File: config.mk
export PLATFORM = sky130hd
export DESIGN_NAME = fir_tap_reader
export DESIGN_NICKNAME = d
export VERILOG_FILES = /design/src/rtl/fir_pkg.sv /design/src/rtl/fir_mac.sv /design/src/rtl/fir_tap_reader.sv
export SDC_FILE = /design/constraint.sdc
export NUM_CORES = 1
export LEC_CHECK = 0
export ABC_AREA = 1
export CORE_MARGIN = 3
export CORE_UTILIZATION = 24
export DETAILED_ROUTE_END_ITERATION = 10
export DONT_BUFFER_PORTS = 1
export PLACE_DENSITY_LB_ADDON = 0.05
export SYNTH_ARGS = -nofsm -noshare
export SYNTH_HDL_FRONTEND = slang
export SYNTH_SLANG_ARGS = --single-unit
File: constraint.sdc
create_clock -name clk -period 13.5 [get_ports clk]
set_clock_uncertainty 0.15 [all_clocks]
set_input_delay 1.35 -clock clk [delete_from_list [all_inputs] [get_ports clk]]
set_output_delay 1.35 -clock clk [all_outputs]
set_load 0.01 [all_outputs]
File: src/rtl/fir_pkg.sv
// Shared types and width helpers for the FIR tap reader.
package fir_pkg;

  typedef enum logic [1:0] {
    IDLE  = 2'd0,
    ACCUM = 2'd1,
    DONE  = 2'd2
  } fir_state_t;

  // Full-precision accumulator width: product width plus growth for DEPTH terms.
  function automatic int acc_width(input int width, input int coef_width, input int depth);
    return width + coef_width + $clog2(depth);
  endfunction

endpackage

File: src/rtl/fir_mac.sv
// Signed multiply-accumulate for one tap per cycle; clr restarts the sum.
module fir_mac
  import fir_pkg::*;
#(
  parameter int WIDTH      = 16,
  parameter int COEF_WIDTH = 16,
  parameter int ACC_WIDTH  = WIDTH + COEF_WIDTH + 1
) (
  input  logic                         clk,
  input  logic                         rst,
  input  logic                         clr,
  input  logic                         en,
  input  logic signed [WIDTH-1:0]      tap_data,
  input  logic signed [COEF_WIDTH-1:0] coef_data,
  output logic signed [ACC_WIDTH-1:0]  acc
);

  localparam int PW = WIDTH + COEF_WIDTH;

  logic signed [PW-1:0]        w_prod;
  logic signed [ACC_WIDTH-1:0] w_prod_ext;
  logic signed [ACC_WIDTH-1:0] r_acc;

  function automatic logic signed [ACC_WIDTH-1:0] sext_prod(input logic signed [PW-1:0] p);
    return {{(ACC_WIDTH - PW){p[PW-1]}}, p};
  endfunction

  assign w_prod     = tap_data * coef_data;
  assign w_prod_ext = sext_prod(w_prod);

  // Accumulate stage: the sum stays put whenever en is low.
  always_ff @(posedge clk or posedge rst) begin
    if (rst) begin
      r_acc <= '0;
    end else if (clr) begin
      r_acc <= '0;
    end else if (en) begin
      r_acc <= r_acc + w_prod_ext;
    end
  end

  assign acc = r_acc;

endmodule

File: src/rtl/fir_tap_reader.sv
// Read-side controller for a shift-register sample memory: accepts a sample,
// sweeps all taps through a MAC and offers the sum on a valid/ready port.
module fir_tap_reader
  import fir_pkg::*;
#(
  parameter  int DEPTH      = 8,
  parameter  int WIDTH      = 16,
  parameter  int COEF_WIDTH = 16,
  localparam int ACC_WIDTH  = acc_width(WIDTH, COEF_WIDTH, DEPTH),
  localparam int AW         = $clog2(DEPTH)
) (
  input  logic                         clk,
  input  logic                         rst,
  input  logic                         in_valid,
  output logic                         in_ready,
  output logic                         mem_write_en,
  output logic [AW-1:0]                tap_addr,
  input  logic signed [WIDTH-1:0]      tap_data,
  input  logic signed [COEF_WIDTH-1:0] coef_data,
  output logic signed [ACC_WIDTH-1:0]  out_data,
  output logic                         out_valid,
  input  logic                         out_ready
);

  fir_state_t                  r_state;
  logic [AW-1:0]               r_tap_addr;
  logic                        r_out_valid;
  logic                        w_accept;
  logic                        w_last;
  logic                        w_mac_en;
  logic signed [ACC_WIDTH-1:0] w_acc;

  // A finished result can be handed off and a new sample taken in the same cycle.
  assign in_ready     = (r_state == IDLE) || ((r_state == DONE) && out_ready);
  assign w_accept     = in_valid && in_ready;
  assign mem_write_en = w_accept;
  assign w_last       = (r_tap_addr == AW'(DEPTH - 1));
  assign w_mac_en     = (r_state == ACCUM);

  fir_mac #(
    .WIDTH      (WIDTH),
    .COEF_WIDTH (COEF_WIDTH),
    .ACC_WIDTH  (ACC_WIDTH)
  ) u_mac (
    .clk       (clk),
    .rst       (rst),
    .clr       (w_accept),
    .en        (w_mac_en),
    .tap_data  (tap_data),
    .coef_data (coef_data),
    .acc       (w_acc)
  );

  // Control stage: the wrap of the tap counter is explicit for any DEPTH.
  always_ff @(posedge clk or posedge rst) begin
    if (rst) begin
      r_state     <= IDLE;
      r_tap_addr  <= '0;
      r_out_valid <= 1'b0;
    end else begin
      case (r_state)
        IDLE: begin
          if (w_accept) begin
            r_state    <= ACCUM;
            r_tap_addr <= '0;
          end
        end
        ACCUM: begin
          if (w_last) begin
            r_tap_addr  <= '0;
            r_out_valid <= 1'b1;
            r_state     <= DONE;
          end else begin
            r_tap_addr <= r_tap_addr + AW'(1);
          end
        end
        DONE: begin
          if (out_ready) begin
            r_out_valid <= 1'b0;
            r_tap_addr  <= '0;
            r_state     <= in_valid ? ACCUM : IDLE;
          end
        end
        default: begin
          r_state     <= IDLE;
          r_tap_addr  <= '0;
          r_out_valid <= 1'b0;
        end
      endcase
    end
  end

  // The accumulator already holds the finished sum once ACCUM ends and is
  // frozen until the next accept, so it doubles as the output register.
  assign out_data  = w_acc;
  assign out_valid = r_out_valid;
  assign tap_addr  = r_tap_addr;

endmodule

# ---- Yosys cells after proc, flatten, opt, wreduce, memory -nomap -nowiden
# Index checks and enable logic that the tools add are counted.
dict set report op_classes {
  addsub 2
  mul 1
  reduce_logical 8
  muxes 14
  n_bitwise 1
  eq_ne 6
}
# op n
set op_table {}
lappend op_table {{$mux W35} 2}
lappend op_table {{$add A35 B32 Y35} 1}
lappend op_table {{$mul A16 B16 Y32} 1}
lappend op_table {{$mux W3} 3}
lappend op_table {{$pmux W3 S3} 1}
lappend op_table {{$mux W2} 3}
lappend op_table {{$ne A2 B2 Y1 const B} 3}
lappend op_table {{$pmux W2 S3} 1}
lappend op_table {{$reduce_and A3 Y1} 2}
lappend op_table {{$add A3 B1 Y3 const B} 1}
lappend op_table {{$eq A3 B3 Y1 const B} 1}
lappend op_table {{$mux W1} 3}
lappend op_table {{$pmux W1 S3} 1}
lappend op_table {{$eq A2 B1 Y1 const B} 1}
lappend op_table {{$eq A2 B2 Y1 const B} 1}
lappend op_table {{$logic_and A1 B1 Y1} 2}
lappend op_table {{$logic_not A2 Y1} 1}
lappend op_table {{$reduce_and A2 Y1} 1}
lappend op_table {{$reduce_bool A2 Y1} 1}
lappend op_table {{$logic_or A1 B1 Y1} 1}
lappend op_table {{$not A1 Y1} 1}
dict set report totals {
  input_bits 36
  register_bits 41
  wordCells 36
  output_inout_bits 41
}

# ---- Longest topological paths before layout
dict set report depth {
  depth_word 6
  ltp_mapped 30
  mapped_depth_nobuf 28
}

# ---- Cells and area by module
# A second synthesis with hierarchy kept.
dict set report unflattened {
  cells_unflattened 1853
  hier_area_um2 14206.1
}
# mod instances seq_area_each_um2 area_per_inst_um2 cells_each
set modules_own_cells {}
lappend modules_own_cells {fir_mac 1 875.8 13887.1 1815}
lappend modules_own_cells {fir_tap_reader 1 150.1 319.1 38}

# ---- Worst setup path before layout
# No wires, ideal clock.
dict set report synth_timing {
  path_type {input-to-reg}
  startpoint {in tap_data[15]}
  endpoint {reg u_mac.r_acc[34] (netlist: u_mac.acc[34])}
  t_required_ns 13.233
  path_buffers 2
  setup_slack_ns 6.632
  arrival_ns 6.601
  cell_stages 25
  setup_ns 0.117
  path_cell_list {buf_2 > clkbuf_1 > nand2_1 > inv_1 > fa_1 > fa_1 > fa_1 > inv_1 > fa_1 > inv_1 > fa_1 > inv_1 > fa_1 > inv_1 > ha_1 > nand2_1 > inv_1 > nand2_1 > nor3_1 > and2_1 > nand2_1 > nand2_1 > nand2_1 > nand3_1 > nand2_1}
}
dict set report synth_via {
  elab_chain_cells 4
}
# element line
set synth_rtl {}
lappend synth_rtl {{start, declared} fir_tap_reader.sv:18} ;# input logic signed [WIDTH-1:0] tap_data,
lappend synth_rtl {{$mul A16 B16 Y32} fir_mac.sv:28} ;# assign w_prod = tap_data * coef_data;
lappend synth_rtl {{$add A35 B32 Y35} fir_mac.sv:38} ;# r_acc <= r_acc + w_prod_ext;
lappend synth_rtl {{$mux W35} fir_mac.sv:37} ;# end else if (en) begin
lappend synth_rtl {{$mux W35} fir_mac.sv:35} ;# end else if (clr) begin
lappend synth_rtl {{end signal, assigned} fir_mac.sv:38}
lappend synth_rtl {{end, declared} fir_mac.sv:22} ;# logic signed [ACC_WIDTH-1:0] r_acc;
# No other way between the ends. The select of a mux whose other input is x is not followed.
# A chain may end at the register's enable or synchronous reset.

# ---- Worst setup path in the final report
dict set report layout_timing {
  startpoint {in coef_data[1]}
  endpoint {reg u_mac.r_acc[26] (netlist: u_mac.acc[26])}
}
dict set report layout_via {
  elab_chain_cells 4
}
# element line
set layout_rtl {}
lappend layout_rtl {{start, declared} fir_tap_reader.sv:19} ;# input logic signed [COEF_WIDTH-1:0] coef_data,
lappend layout_rtl {{$mul A16 B16 Y32} fir_mac.sv:28}
lappend layout_rtl {{$add A35 B32 Y35} fir_mac.sv:38}
lappend layout_rtl {{$mux W35} fir_mac.sv:37}
lappend layout_rtl {{$mux W35} fir_mac.sv:35}
# No other way between the ends. The select of a mux whose other input is x is not followed.

==> impl_metrics.json <==
{
  "status": "finished, final reports clean",
  "required_ns": 13.55,
  "ant_nets": 0,
  "async_reset_ff_share_pct": 100.0,
  "ys_warn_count": 0,
  "crit_path_end_kind": "register",
  "placed_cell_area_sq_um": 14840,
  "cts_htree_levels": 2,
  "yosysMostFrequentCell": "inv_1",
  "start_util_pct": 24.38,
  "post-route-min-period_ns": 6.941,
  "critPathTopFamily": "adder cells",
  "stdcell_area_sq_um": 15010,
  "insertion_delay_ns": 0.31,
  "syn_to_final_growth_pct": 6.093,
  "cap_violations": 0,
  "worst_setup_path_start_kind": "primary input",
  "synth_edf_count": 0,
  "drtPass1Iterations": 5,
  "multi_input_area_sq_um": 10650,
  "cts_root_buf": "clkbuf_16",
  "slew_viol_final": 0,
  "gp_congestion": 0.8286,
  "grt_pass1_vias": 11700,
  "cp_max_fo": 16,
  "rows": 88,
  "die_area_sq_um": 61900,
  "vias": 10420,
  "final_cells": 2552,
  "grt_max_degree": 42,
  "port_buffers": 0,
  "viasPerCell": 4.084,
  "max-slew-margin-rel_pct": 28.46,
  "path_cells": "nand2_1 > inv_1 > fa_1 > fa_1 > fa_1 > fa_1 > fa_1 > inv_1 > fa_1 > inv_1 > ha_1 > nand4_1 > nor3_1 > o21ai_0 > nand3_1 > nand2_1 > nand3_1 > nand2_1",
  "route.detailed.drc": 0,
  "core_area_sq_um": 58030,
  "cts_tree": "yes",
  "regArea_sq_um": 1026,
  "hold_viol": 0,
  "worstPathArrival_ns": 6.99,
  "ys_types": 35,
  "grtUsageTotal_pct": 14.62,
  "post-dp-hpwl_um": 38250,
  "initialDrtViolationCount": 428,
  "rsz0062_at_grt": "no",
  "setup_viol": 0,
  "cts_hold_buffers": 0,
  "worstMarginPinSlew_ns": 1.070,
  "cts_sinks": 41,
  "critPathBufInv": 3,
  "dieHeight_um": 248.8,
  "synth_area_sq_um": 14150,
  "cp_slowest_stage_delay_ns": 0.94,
  "netlist.area_leader.share_pct": 43.86,
  "postCtsSetupBuffers": 0,
  "cts_buffers": 5,
  "antenna_found_initial": 0,
  "grt_overflow": 0,
  "synth_nets": 2299,
  "fillers": 6452,
  "place_inst": 2544,
  "dieWidth_um": 248.8,
  "ios": 77,
  "finalCritPeriodShare_pct": 51.41,
  "synth_cells": 1847,
  "slowest_stage": "fa_1",
  "path_clk_slew_ns": 0.07,
  "drive_gt1_share_pct": 1.903,
  "synthTopCellsByArea": "fa_1 (44%), inv_1 (15%), nand2_1 (14%)",
  "cpMostUsedCell": "fa_1",
  "critical_path_class": "in2reg",
  "nets": 2238,
  "clock_path_buffers": 2,
  "yosysTopAreaCell": "fa_1",
  "seq_area_frac_synth_pct": 7.252,
  "grt_pass1_wl_um": 70870,
  "synth_common_cells": "inv_1 (581), nand2_1 (518), fa_1 (310)",
  "avgSynthCellArea_sq_um": 7.660,
  "routedWlPerCell_um": 16.99,
  "post_cts_resized": 0,
  "diodes": 0,
  "synth_flop_cell": "dfrtp_1",
  "ys_seq_elements": 41,
  "wirelength_um": 43370,
  "tns_ns": 0,
  "hold_class": "reg2reg",
  "fmax_mhz": 144.1
}
==> layout make-up <==
class	count	area share, %
clock buffer	7	0.9502
sequential	41	6.835
timing repair buffer	1	0.05001
clock inverter	1	0.2001
tap	765	6.377
inverter	585	14.63
multi-input combinational	1152	70.96
==> state kept, by name, summed over array words and instances, names as in the netlist <==
name and count:
u_mac.acc 35, tap_addr 3, r_state 2, out_valid 1
==> cells in the final DEF, fill, tap and decap left out, types with 3 or more instances in the layout <==
master and instances:
a21oi_1 32, nor2_1 55, inv_1 580, nand3b_1 7, nor3_1 4, and2_1 3
nor2_2 4, o21bai_1 5, nand3_1 44, nand2_1 518, inv_2 5, dfrtp_1 41
nand4_1 7, a22o_1 7, ha_1 106, clkbuf_16 5, nand2_2 9, o21ai_0 22
a21o_1 3, fa_1 310
==> per-stage QoR <==
step | hold WS, ns | setup WS (ns) | utilization [%]
finish | 0.4186 | 6.559 | 25.87
global route | 0.4503 | 6.111 | 25.87
detailed placement | 0.3982 | 6.187 | 25.57
global placement | 0.4099 | 6.232 | 25.57
floorplan | 0.3667 | 6.632 | -
CTS | 0.4252 | 6.484 | 25.87
==> worst paths after layout <==
path	cells past startpoint	end	slack (ns)	start
worst max register to register	21	u_mac.acc[20]	8.36	u_mac.acc[15]
max in group asynchronous	2	u_mac.acc[21]	11.81	rst
worst min register to register	2	out_valid	0.42	out_valid
min in group asynchronous	2	u_mac.acc[0]	0.94	rst
worst max-delay path	18	u_mac.acc[26]	6.56	coef_data[1]
worst min-delay path	2	out_valid	0.42	out_valid
==> metal layers <==
layer	vias up	share of wire, %	global-route usage (%)
li1	5056	-	-
met1	5253	51	21.58
met2	98	46	23.67
met3	16	2.2	1.232
met4	0	1.3	2.368
met5	-	0	0
==> worst min-delay path, cell delays in order (launching register included) <==
cell     delay (ns)
dfrtp_1        0.40
nand2_1        0.07
o21ai_0        0.07
==> cell families (layout without fill, tap and decap cells) <==
| family | Yosys count | after routing | share of synthesized area [%] |
|---|---|---|---|
| simple gates | 661 | 661 | 18.97 |
| buf+inv | 654 | 594 | 17.47 |
| fa+ha+maj | 416 | 416 | 53.24 |
| compound gates | 73 | 73 | 2.954 |
| flops | 41 | 41 | 7.251 |
| xor+xnor | 2 | 2 | 0.1238 |
Power is left out: the tool's default activity adds up to more than one toggle a clock period on the data nets, which glitch-free logic cannot reach.
